$ cat config.mk
export PLATFORM = sky130hd
export DESIGN_NAME = hdmi_pack_codec
export DESIGN_NICKNAME = d
export VERILOG_FILES = /design/src/rtl/hdmi_pack_codec.sv
export SDC_FILE = /design/constraint.sdc
export NUM_CORES = 1
export LEC_CHECK = 0
export CORE_ASPECT_RATIO = 0.5
export CORE_UTILIZATION = 39
export DETAILED_ROUTE_END_ITERATION = 10
export PLACE_DENSITY = 0.86
export SLEW_MARGIN = 30
export SYNTH_ARGS = -nofsm -noshare
export SYNTH_HDL_FRONTEND = slang
export SYNTH_SLANG_ARGS = --single-unit
$ cat constraint.sdc
create_clock -name clk -period 2.48 [get_ports clk]
set_clock_uncertainty 0.2 [all_clocks]
set_input_delay 0.496 -clock clk [delete_from_list [all_inputs] [get_ports clk]]
set_output_delay 0.496 -clock clk [all_outputs]
set_load 0.1 [all_outputs]
$ cat src/rtl/hdmi_pack_codec.sv
// Packs one video pixel stream (sync, de, RGB plus generated x/y coordinates) into a single bus
// with one cycle of latency, and slices a packed bus back into its individual fields.
module hdmi_pack_codec #(
   parameter  int H_ACT     = 1280,
   parameter  int V_ACT     = 720,
   localparam int XW        = $clog2(H_ACT),
   localparam int YW        = $clog2(V_ACT),
   localparam int PACK_SIZE = 3*8 + 4 + XW + YW
) (
   input  logic                 clk,
   input  logic                 rstn,
   input  logic                 hsync,
   input  logic                 vsync,
   input  logic                 de,
   input  logic [7:0]           r,
   input  logic [7:0]           g,
   input  logic [7:0]           b,
   output logic [PACK_SIZE-1:0] o_pack,
   input  logic [PACK_SIZE-1:0] i_pack,
   output logic                 u_clk,
   output logic                 u_hsync,
   output logic                 u_vsync,
   output logic                 u_de,
   output logic [7:0]           u_r,
   output logic [7:0]           u_g,
   output logic [7:0]           u_b,
   output logic [XW-1:0]        u_x,
   output logic [YW-1:0]        u_y
);

   localparam logic [XW-1:0] X_MAX = XW'(H_ACT - 1);
   localparam logic [YW-1:0] Y_MAX = YW'(V_ACT - 1);

   logic          r_hsync;
   logic          r_vsync;
   logic          r_de;
   logic [7:0]    r_r;
   logic [7:0]    r_g;
   logic [7:0]    r_b;
   logic [XW-1:0] r_x;
   logic [YW-1:0] r_y;
   logic [XW-1:0] r_xCnt;
   logic [YW-1:0] r_yCnt;
   logic          w_deFall;
   logic          w_vsRise;

   // The registered de/vsync fields double as the edge-detect history.
   assign w_deFall = r_de & ~de;
   assign w_vsRise = vsync & ~r_vsync;

   always_ff @(posedge clk) begin
      if (!rstn) begin
         r_hsync <= 1'b0;
         r_vsync <= 1'b0;
         r_de    <= 1'b0;
         r_r     <= '0;
         r_g     <= '0;
         r_b     <= '0;
         r_x     <= '0;
         r_y     <= '0;
         r_xCnt  <= '0;
         r_yCnt  <= '0;
      end else begin
         r_hsync <= hsync;
         r_vsync <= vsync;
         r_de    <= de;
         r_r     <= r;
         r_g     <= g;
         r_b     <= b;
         r_x     <= de ? r_xCnt : '0;
         r_y     <= r_yCnt;
         if (de) begin
            if (r_xCnt != X_MAX) r_xCnt <= r_xCnt + 1'b1;
         end else begin
            r_xCnt <= '0;
         end
         // A frame start wins over a line end arriving in the same cycle.
         if (w_vsRise) begin
            r_yCnt <= '0;
         end else if (w_deFall && (r_yCnt != Y_MAX)) begin
            r_yCnt <= r_yCnt + 1'b1;
         end
      end
   end

   assign o_pack = {clk, r_hsync, r_vsync, r_de, r_r, r_g, r_b, r_x, r_y};

   assign u_clk   = i_pack[PACK_SIZE-1];
   assign u_hsync = i_pack[PACK_SIZE-2];
   assign u_vsync = i_pack[PACK_SIZE-3];
   assign u_de    = i_pack[PACK_SIZE-4];
   assign u_r     = i_pack[PACK_SIZE-5  -: 8];
   assign u_g     = i_pack[PACK_SIZE-13 -: 8];
   assign u_b     = i_pack[PACK_SIZE-21 -: 8];
   assign u_x     = i_pack[YW +: XW];
   assign u_y     = i_pack[YW-1:0];

endmodule

==> results of run 1 <==
layout by cell type, fill, tap and decap left out, types with 2 or more instances in the layout:
cell type and instances:
nor2_1 11, and4_1 2, buf_4 51, and2_1 36, o21ai_0 3, nand3_1 6
clkbuf_8 2, clkdlybuf4s50_1 28, ha_1 2, xnor2_1 2, or3_1 4, dfxtp_1 69
o21ai_1 3, and3_1 14, bufinv_16 2, inv_1 4, nand4_1 5, xor2_1 12
nand2_1 7, clkbuf_16 12, a21oi_1 10
metrics by stage:
stage | area, um^2 | total power [mW]
2_1_floorplan | 2680 | 1.91
3_3_place_gp | 3030 | 1.63
3_5_place_dp | 3030 | 1.64
4_1_cts | 3440 | 3.24
5_1_grt | 3440 | 3.31
6_report | 3440 | 3.21
state kept, by name (all words and copies together), names as in the netlist:
signal,flops
r_hsync,1
r_de,1
r_yCnt,10
r_vsync,1
r_g,8
r_b,8
r_y,10
r_xCnt,11
r_r,8
r_x,11
worst max path at each step:
| stage | startpoint | endpoint | slack (ps) |
|---|---|---|---|
| 2_1_floorplan | clk | o_pack[48] | 330 |
| 3_3_place_gp | clk | o_pack[48] | -400 |
| 3_5_place_dp | clk | o_pack[48] | -400 |
| 4_1_cts | clk | o_pack[48] | 10 |
| 5_1_grt | clk | o_pack[48] | 5 |
| 6_report | clk | o_pack[48] | 20 |
layer usage:
layer | vias up | GRT usage, % | wire length (um) | share of wire [%]
met1 | 831 | 14.8 | 2080 | 33
met3 | 6 | 14.3 | 877 | 14
met2 | 92 | 32.0 | 3370 | 53
met4 | 0 | 7.41 | 61 | 0.96
li1 | 873 | - | - | -
met5 | - | 0 | 0 | 0
critical path: cells and delay by family:
| family | cells | cell delay [ps] |
|---|---|---|
| buffers and inverters | 3 | 530 |
timing repair:
action / in CTS / in global routing
endpoints found under the setup margin: 1 / 0
resized for setup: 5 / 0
hold buffers: 0 / 0
power by group:
group	switching, mW	internal [mW]
logic	0.219	0.0867
clock network	0.609	1.15
registers	0.0112	1.14
total	0.839	2.37
final cells by class:
class                           count  area [um^2]  area share (%)
Sequential cell                    69         1380            40.2
Multi-Input combinational cell    129          853            24.8
Timing Repair Buffer               79          663            19.3
Clock buffer                       15          333            9.68
Tap cell                           88          110            3.20
Clock inverter                      5         81.3            2.37
Inverter                            4         15.0           0.437
logic make-up (layout without fill, tap and decap cells):
kind of cell / Yosys count / after routing / synth area share (%)
AO/OA/AOI/OAI: 19 / 19 / 4.40
flip-flops: 69 / 69 / 51.6
AND/OR/NAND/NOR: 92 / 92 / 21.2
buffers and inverters: 64 / 103 / 16.5
adder cells (fa/ha/maj): 2 / 2 / 0.935
XOR/XNOR: 14 / 14 / 4.58
multiplexers: 2 / 2 / 0.795
==> implementation parameters, run 1 <==
Parameter                              Value

Timing
  Final Setup Violations    0
  Number of max-slew violations in the final report    0
  Worst Slack Setup Final    between 15 and 20 ps
  Relative slew slack    51.4%
  Hold slack    304 ps
  RSZ-0062 raised after global routing    no
  Transition time of the tightest slew-check pin    between 700 and 800 ps
  Final Hold Violating Endpoints    0
  Setup total negative slack    0 ps

Place
  Worst setup slack before clock tree synthesis    -396 ps
  Final HPWL from detailed placement    around 5000 um
  Number of instances in the placed design    370
  I/O Buffers    77
  Final weighted congestion in routability-driven placement    0.824

Synth
  Number of enable flip-flop cells after synthesis    0
  Synthesized net count    342
  Leading post-synthesis cells by cell area    dfxtp_1 (52%), buf_4 (15%), and2_1 (8.4%)
  Dominant cell by count in the synthesized netlist    dfxtp_1
  Cell accounting for the most synthesized area    dfxtp_1
  Mapped Cells    262
  Post-synth cell types    31
  Commonest cells in the netlist    dfxtp_1 (69), buf_4 (53), and2_1 (36)
  YS warnings    0
  Share of the yosys chip area belonging to registers    slightly above 50%
  Proportion of synthesized flip-flops having asynchronous set or reset    0%
  Avg Synthesized Cell Area    between 10 and 15 um^2
  Leading register cell type out of synthesis    dfxtp_1
  Proportion of netlist area held by the largest area contributor    about half
  #FFs+latches synth    69
  Area of the mapped netlist    ~2700 um^2

Final layout
  Final net count    between 300 and 400
  Filler cell count    517
  Proportion of layout cells with a drive suffix above 1    between 20% and 30%
  # diodes    0
  Post-layout instance count excluding filler cells    roughly 390
  Final Core Density    ~54%
  Layout-stage area growth over the synthesis result    28.5%

Die
  Core region area    ~6300 um^2
  Initial core utilization    a little over two fifths
  Count of standard-cell rows    20
  Number of top-level pins    between 150 and 200
  Die width    about 120 um
  Die Span Y    about 60 um
  Die area    around 7200 um^2

Min path
  Cells on Worst Hold Path    1
  Start point of the worst hold path    r_xCnt[5]
  Hold WC Path Type    flip-flop to flip-flop
  Worst hold path endpoint    r_x[5]

Worst setup path
  Kind of start point of the critical path    clock port
  Crit path capture type    output pin
  Reg-to-reg slack, setup    700 ps
  Worst path required time    approximately 1800 ps
  Terminus of the critical flop-to-flop path    r_yCnt[1]
  CP dominant cell by count    clkbuf_16
  Arrival time at the worst endpoint    around 1800 ps
  R2R depth    5
  Top fanout value on the critical path    2
  Standard cell with the maximum stage delay on the critical path    buf_2
  Reg2reg start    r_yCnt[0]
  Ordered cell list for the critical path    clkbuf_16 > clkbuf_16 > buf_2
  Slowest stage delay, CP    280 ps
  Critical path class    clock port to output pin

Global route
  Pin count of the biggest net entering global routing    34
  First-pass GRT wire length    9280 um
  Total routing usage reported by global routing    roughly 18%
  Antenna violations before repair    0
  Via count of the first global-routing pass    about 1,700
  Total congestion overflow    0

Clock network
  Number of post-CTS setup repair buffers    0
  Clock tree from TritonCTS    yes
  Later-pin clock latency in the skew report    430 ps
  Clock-pin slew reported for the worst setup and hold paths after clock tree synthesis    roughly 50 ps

Power
  Largest voltage drop on the vdd net    about 0.48 mV
  Power density relative to cell area    just over 900 nW/um^2
  P_leak    ~1.5 nW

Drt
  Post-DR vias/cell    4.63
  Routed length per instance    approximately 16 um
  Final routed wirelength across all metal layers    roughly 6400 um
  Initial DRT Pass Iterations    4
  DRC violations left    0
  Via count    1,802
  Post-route ant nets    0
  Number of design-rule violations left by the first detailed-router iteration    95

Flow run
  Max Cap Viol    0

Status
  Outcome    finished clean
Note: power is estimated with default switching activity, not from simulation.
==> run 2: changes to the inputs <==
==> constraint.sdc (replaced) <==
create_clock -name clk -period 3.1 [get_ports clk]
set_clock_uncertainty 0.2 [all_clocks]
set_input_delay 0.62 -clock clk [delete_from_list [all_inputs] [get_ports clk]]
set_output_delay 0.62 -clock clk [all_outputs]
set_load 0.1 [all_outputs]
==> implementation parameters, run 2 (same netlist as run 1, synthesis figures left out) <==
Parameter                              Value

Timing
  RSZ-0062 raised after global routing    no (unchanged)
  Final Setup Violations    0 (unchanged)
  Number of max-slew violations in the final report    0 (unchanged)
  Final Hold Violating Endpoints    0 (unchanged)
  Worst Slack Setup Final    28.0 ps (was 15.4 ps)
  Hold slack    321 ps (was 304 ps)
  Relative slew slack    52.3% (was 51.4%)
  Transition time of the tightest slew-check pin    711 ps (was 724 ps)
  Setup total negative slack    0 ps (unchanged)

Clock network
  Clock-pin slew reported for the worst setup and hold paths after clock tree synthesis    50 ps (about the same)
  Clock tree from TritonCTS    yes (unchanged)
  Hold buffer count at CTS    0 (unchanged)
  Later-pin clock latency in the skew report    430 ps (about the same)

Worst setup path
  Reg-to-reg slack, setup    1360 ps (was 700 ps)
  Launching instance or port of the critical path    clk (unchanged)
  Top fanout value on the critical path    2 (unchanged)
  Setup crit end    o_pack[48] (unchanged)
  Critical path class    clock port to output pin (unchanged)
  Crit path capture type    output pin (unchanged)
  Arrival time at the worst endpoint    2250 ps (was 1770 ps)
  Worst path required time    2280 ps (was 1780 ps)
  Reg2reg start    r_xCnt[0] (was r_yCnt[0])
  Kind of start point of the critical path    clock port (unchanged)
  Terminus of the critical flop-to-flop path    r_xCnt[10] (was r_yCnt[1])
  R2R depth    4 (was 5)

Die
  Initial core utilization    42.3% (unchanged)
  Core region area    6330 um^2 (unchanged)
  Die area    7210 um^2 (unchanged)
  Die width    119 um (unchanged)
  Count of standard-cell rows    20 (unchanged)
  Number of top-level pins    176 (unchanged)
  Die Span Y    60.6 um (unchanged)

Global route
  Most Crowded Layer GR    met2 (unchanged)
  GR Util met1    15.4% (was 14.8%)
  Via count of the first global-routing pass    1,738 (was 1,735)
  Total congestion overflow    0 (unchanged)
  Antenna violations before repair    0 (unchanged)
  Total routing usage reported by global routing    18.4% (was 17.7%)
  Met3 routing resource usage after global routing    15.1% (was 14.3%)
  Pin count of the biggest net entering global routing    36 (was 34)
  Met2 GRT Util    33.0% (was 32.0%)
  First-pass GRT wire length    9550 um (was 9280 um)

Drt
  Number of design-rule violations left by the first detailed-router iteration    93 (was 95)
  Post-route ant nets    0 (unchanged)
  Initial DRT Pass Iterations    4 (unchanged)
  DRC violations left    0 (unchanged)
  Routed length per instance    16.4 um (about the same)
  Final routed wirelength across all metal layers    6350 um (was 6380 um)
  Post-DR vias/cell    4.60 (was 4.63)
  Via count    1,779 (was 1,802)

Status
  Outcome    finished clean (unchanged)

Min path
  Hold WC Path Type    flip-flop to flip-flop (unchanged)

Final layout
  Proportion of layout cells with a drive suffix above 1    25.1% (was 25.6%)
  # diodes    0 (unchanged)
  Layout-stage area growth over the synthesis result    27.8% (was 28.5%)
  Highest-count cells in the layout ignoring fill and taps    dfxtp_1 (69), buf_4 (49), and2_1 (36) (was dfxtp_1 (69), buf_4 (51), and2_1 (36))
  FF+latch area    1380 um^2 (unchanged)
  Filler cell count    527 (was 517)
  Commonest non-fill, non-tap cell in the layout    dfxtp_1 (unchanged)
  Final Core Density    54.0% (was 54.3%)
  Footprint of the multi-input gates    853 um^2 (unchanged)
  Registers with the most flip-flops    r_xCnt (11), r_x (11) (unchanged)
  Post-layout instance count excluding filler cells    387 (was 389)
  Final net count    374 (was 376)

Power
  Power density relative to cell area    746 nW/um^2 (was 935 nW/um^2)
  Fraction of power consumed by the clock network    54.5% (was 54.8%)
  P_leak    1.49 nW (was 1.51 nW)
  Switching share of total power    26.2% (was 26.1%)
  Cell-internal power    1.88 mW (was 2.37 mW)
  Share of total power in sequential cells    36.0% (was 35.7%)
  Largest voltage drop on the vdd net    0.358 mV (was 0.478 mV)
  Combinational group share of total power    9.5% (about the same)
  Net switching power of the design    0.668 mW (was 0.839 mW)

Place
  Number of instances in the placed design    368 (was 370)
  Final weighted congestion in routability-driven placement    0.808 (was 0.824)
  Final HPWL from detailed placement    4900 um (was 5000 um)
  Worst setup slack before clock tree synthesis    -210 ps (was -396 ps)
  I/O Buffers    77 (unchanged)

Flow run
  Max Cap Viol    0 (unchanged)
[run 2: how the worst min path moves through the flow]
| stage | start | end | slack [ps] | cells after the start |
|---|---|---|---|---|
| finish | r_xCnt[5] | r_x[5] | 320 | 1 |
| floorplan | r_yCnt[9] | r_yCnt[9] | 280 | 2 |
| global placement | r_xCnt[5] | r_x[5] | 300 | 1 |
| CTS | r_xCnt[5] | r_x[5] | 310 | 1 |
| global route | r_xCnt[5] | r_x[5] | 330 | 1 |
| detailed placement | r_xCnt[5] | r_x[5] | 300 | 1 |
[run 2: layout make-up]
class / count / share of cell area (%)
sequential: 69 / 40.4
multi-input combinational: 129 / 25.0
timing repair buffer: 77 / 19.0
clock buffer: 14 / 9.51
tap: 88 / 3.22
clock inverter: 6 / 2.52
inverter: 4 / 0.439
[run 2: worst max-delay path, cell delays in order]
cell             delay (ps)
clkbuf_16               120
clkbuf_16               130
clkdlybuf4s15_2         450
[run 2: per-stage QoR]
stage          power [mW]  instance area [um^2]
2_1_floorplan        1.53                  2680
3_3_place_gp         1.30                  3020
3_5_place_dp         1.31                  3020
4_1_cts              2.58                  3420
5_1_grt              2.64                  3420
6_report             2.55                  3420
[run 2: power groups by stage]
stage               Sequential, mW  Combinational, mW  Clock, mW
CTS                          0.918              0.244       1.42
detailed placement           0.937              0.243      0.127
global route                 0.919              0.252       1.47
global placement             0.936              0.240      0.127
floorplan                     1.06              0.345      0.122
finish                       0.918              0.243       1.39
[run 2: metal layers]
metal,vias to the layer above,wire [um]
li1,877,-
met1,802,2060
met2,93,3290
met3,7,920
met4,0,75
met5,-,0
[run 2: repair_timing]
action / in CTS / in global routing
resized for setup: 3 / 0
endpoints found under the setup margin: 1 / 0
buffers inserted: 0 / 0
==> run 3: changes to the inputs <==
--- a/config.mk
+++ b/config.mk
@@ -8,6 +8,7 @@
 export CORE_ASPECT_RATIO = 0.5
 export CORE_UTILIZATION = 39
 export DETAILED_ROUTE_END_ITERATION = 10
+export MAX_ROUTING_LAYER = met4
 export PLACE_DENSITY = 0.86
 export SLEW_MARGIN = 30
 export SYNTH_ARGS = -nofsm -noshare
==> implementation parameters, run 3 (same netlist as run 1, synthesis figures left out) <==
Parameter                              Value

Status
  Outcome    finished clean (unchanged)

Place
  Placement Cell Area    3020 um^2 (unchanged)
  I/O Buffers    77 (unchanged)
  Final weighted congestion in routability-driven placement    0.819 (was 0.808)
  Worst setup slack before clock tree synthesis    -210 ps (unchanged)
  Final HPWL from detailed placement    4900 um (unchanged)

Worst setup path
  Worst path required time    2280 ps (about the same)
  Arrival time at the worst endpoint    2250 ps (about the same)
  Kind of start point of the critical path    clock port (unchanged)
  Critical path class    clock port to output pin (unchanged)
  Reg2reg start    r_yCnt[0] (was r_xCnt[0])
  Crit path capture type    output pin (unchanged)
  Reg-to-reg slack, setup    1360 ps (about the same)
  Terminus of the critical flop-to-flop path    r_yCnt[1] (was r_xCnt[10])
  Launching instance or port of the critical path    clk (unchanged)
  R2R depth    5 (was 4)
  Top fanout value on the critical path    2 (unchanged)

Final layout
  Proportion of layout cells with a drive suffix above 1    25.1% (unchanged)
  Highest-count cells in the layout ignoring fill and taps    dfxtp_1 (69), buf_4 (49), and2_1 (36) (unchanged)
  Cell area after layout    3420 um^2 (unchanged)
  Commonest non-fill, non-tap cell in the layout    dfxtp_1 (unchanged)
  Filler cell count    527 (unchanged)
  Final net count    374 (unchanged)
  # diodes    0 (unchanged)
  Layout-stage area growth over the synthesis result    27.8% (unchanged)
  Registers with the most flip-flops    r_xCnt (11), r_x (11) (unchanged)

Die
  Core region area    6330 um^2 (unchanged)
  Initial core utilization    42.3% (unchanged)
  Number of top-level pins    176 (unchanged)
  Die area    7210 um^2 (unchanged)
  Count of standard-cell rows    20 (unchanged)
  Die width    119 um (unchanged)
  Die Span Y    60.6 um (unchanged)

Global route
  Via count of the first global-routing pass    1,741 (was 1,738)
  Total congestion overflow    0 (unchanged)
  First-pass GRT wire length    9530 um (was 9550 um)
  Total routing usage reported by global routing    19.0% (was 18.4%)
  Antenna violations before repair    0 (unchanged)
  Pin count of the biggest net entering global routing    36 (unchanged)

Drt
  Initial DRT Pass Iterations    4 (unchanged)
  Post-DR vias/cell    4.60 (about the same)
  DRC violations left    0 (unchanged)
  Routed length per instance    16.4 um (about the same)
  Final routed wirelength across all metal layers    6340 um (was 6350 um)
  Post-route ant nets    0 (unchanged)
  Number of design-rule violations left by the first detailed-router iteration    86 (was 93)
  Via count    1,780 (was 1,779)

Power
  Share of total power in sequential cells    36.0% (about the same)
  Cell-internal power    1.88 mW (about the same)
  Switching share of total power    26.2% (about the same)
  Combinational group share of total power    9.5% (about the same)
  Largest voltage drop on the vdd net    0.359 mV (was 0.358 mV)
  Net switching power of the design    0.669 mW (was 0.668 mW)
  Power density relative to cell area    746 nW/um^2 (about the same)
  P_leak    1.49 nW (unchanged)
  Fraction of power consumed by the clock network    54.5% (about the same)

Timing
  Worst Slack Setup Final    28.0 ps (about the same)
  Transition time of the tightest slew-check pin    718 ps (was 711 ps)
  RSZ-0062 raised after global routing    no (unchanged)
  Number of max-slew violations in the final report    0 (unchanged)
  Relative slew slack    51.8% (was 52.3%)
  Final Hold Violating Endpoints    0 (unchanged)
  Final Setup Violations    0 (unchanged)
  Setup total negative slack    0 ps (unchanged)

Min path
  Hold WC Path Type    flip-flop to flip-flop (unchanged)
  Start point of the worst hold path    r_xCnt[5] (unchanged)
  Cells on Worst Hold Path    1 (unchanged)
  Worst hold path endpoint    r_x[5] (unchanged)

Clock network
  Number of post-CTS setup repair buffers    0 (unchanged)
  Clock-pin slew reported for the worst setup and hold paths after clock tree synthesis    50 ps (about the same)
  Later-pin clock latency in the skew report    440 ps (was 430 ps)
  Clock tree from TritonCTS    yes (unchanged)

Flow run
  Max Cap Viol    0 (unchanged)
[run 3: power by group through the flow]
stage / clock, mW / sequential (mW) / combinational (mW)
final: 1.39 / 0.918 / 0.242
after global placement: 0.127 / 0.936 / 0.240
after floorplan: 0.122 / 1.06 / 0.345
after detailed placement: 0.127 / 0.937 / 0.243
after CTS: 1.42 / 0.918 / 0.244
after global routing: 1.47 / 0.919 / 0.251
[run 3: worst max-delay path by stage]
stage                      end  slack [ps]  cells after the start
floorplan           o_pack[48]         520                      1
global placement    o_pack[48]        -210                      1
detailed placement  o_pack[48]        -210                      1
CTS                 o_pack[48]          20                      3
global route        o_pack[48]          20                      3
finish              o_pack[48]          30                      3
[run 3: worst max-delay path, cell delays in order]
cell and delay [ps]:
clkbuf_16 120, clkbuf_16 130, clkdlybuf4s15_2 450
[run 3: routing by layer]
metal  part of all wire, %  GRT usage [%]  vias to the layer above
li1                      -              -                      875
met1                    32           15.1                      810
met2                    53           33.2                       88
met3                    15           15.1                        7
met4                   1.2           7.96                        0
met5                     0              -                        -
[run 3: layout make-up]
cell class / instances / area [um^2] / area share [%]
clock buffer: 14 / 325 / 9.51
inverter: 4 / 15.0 / 0.439
sequential: 69 / 1380 / 40.4
multi-input combinational: 129 / 853 / 25.0
clock inverter: 6 / 86.3 / 2.52
timing repair buffer: 77 / 648 / 19.0
tap: 88 / 110 / 3.22
[run 3: through the flow]
stage | power [mW] | hold slack, ps | instances | utilization [%]
2_1_floorplan | 1.53 | 278 | 262 | -
3_3_place_gp | 1.30 | 297 | 368 | 47.7
3_5_place_dp | 1.31 | 303 | 368 | 47.7
4_1_cts | 2.58 | 314 | 387 | 54.0
5_1_grt | 2.64 | 329 | 387 | 54.0
6_report | 2.55 | 315 | 387 | 54.0
[run 3: what timing repair did]
item / in CTS / in global routing
hold buffers: 0 / 0
gates resized for setup: 3 / 0
endpoints found under the setup margin: 1 / 0
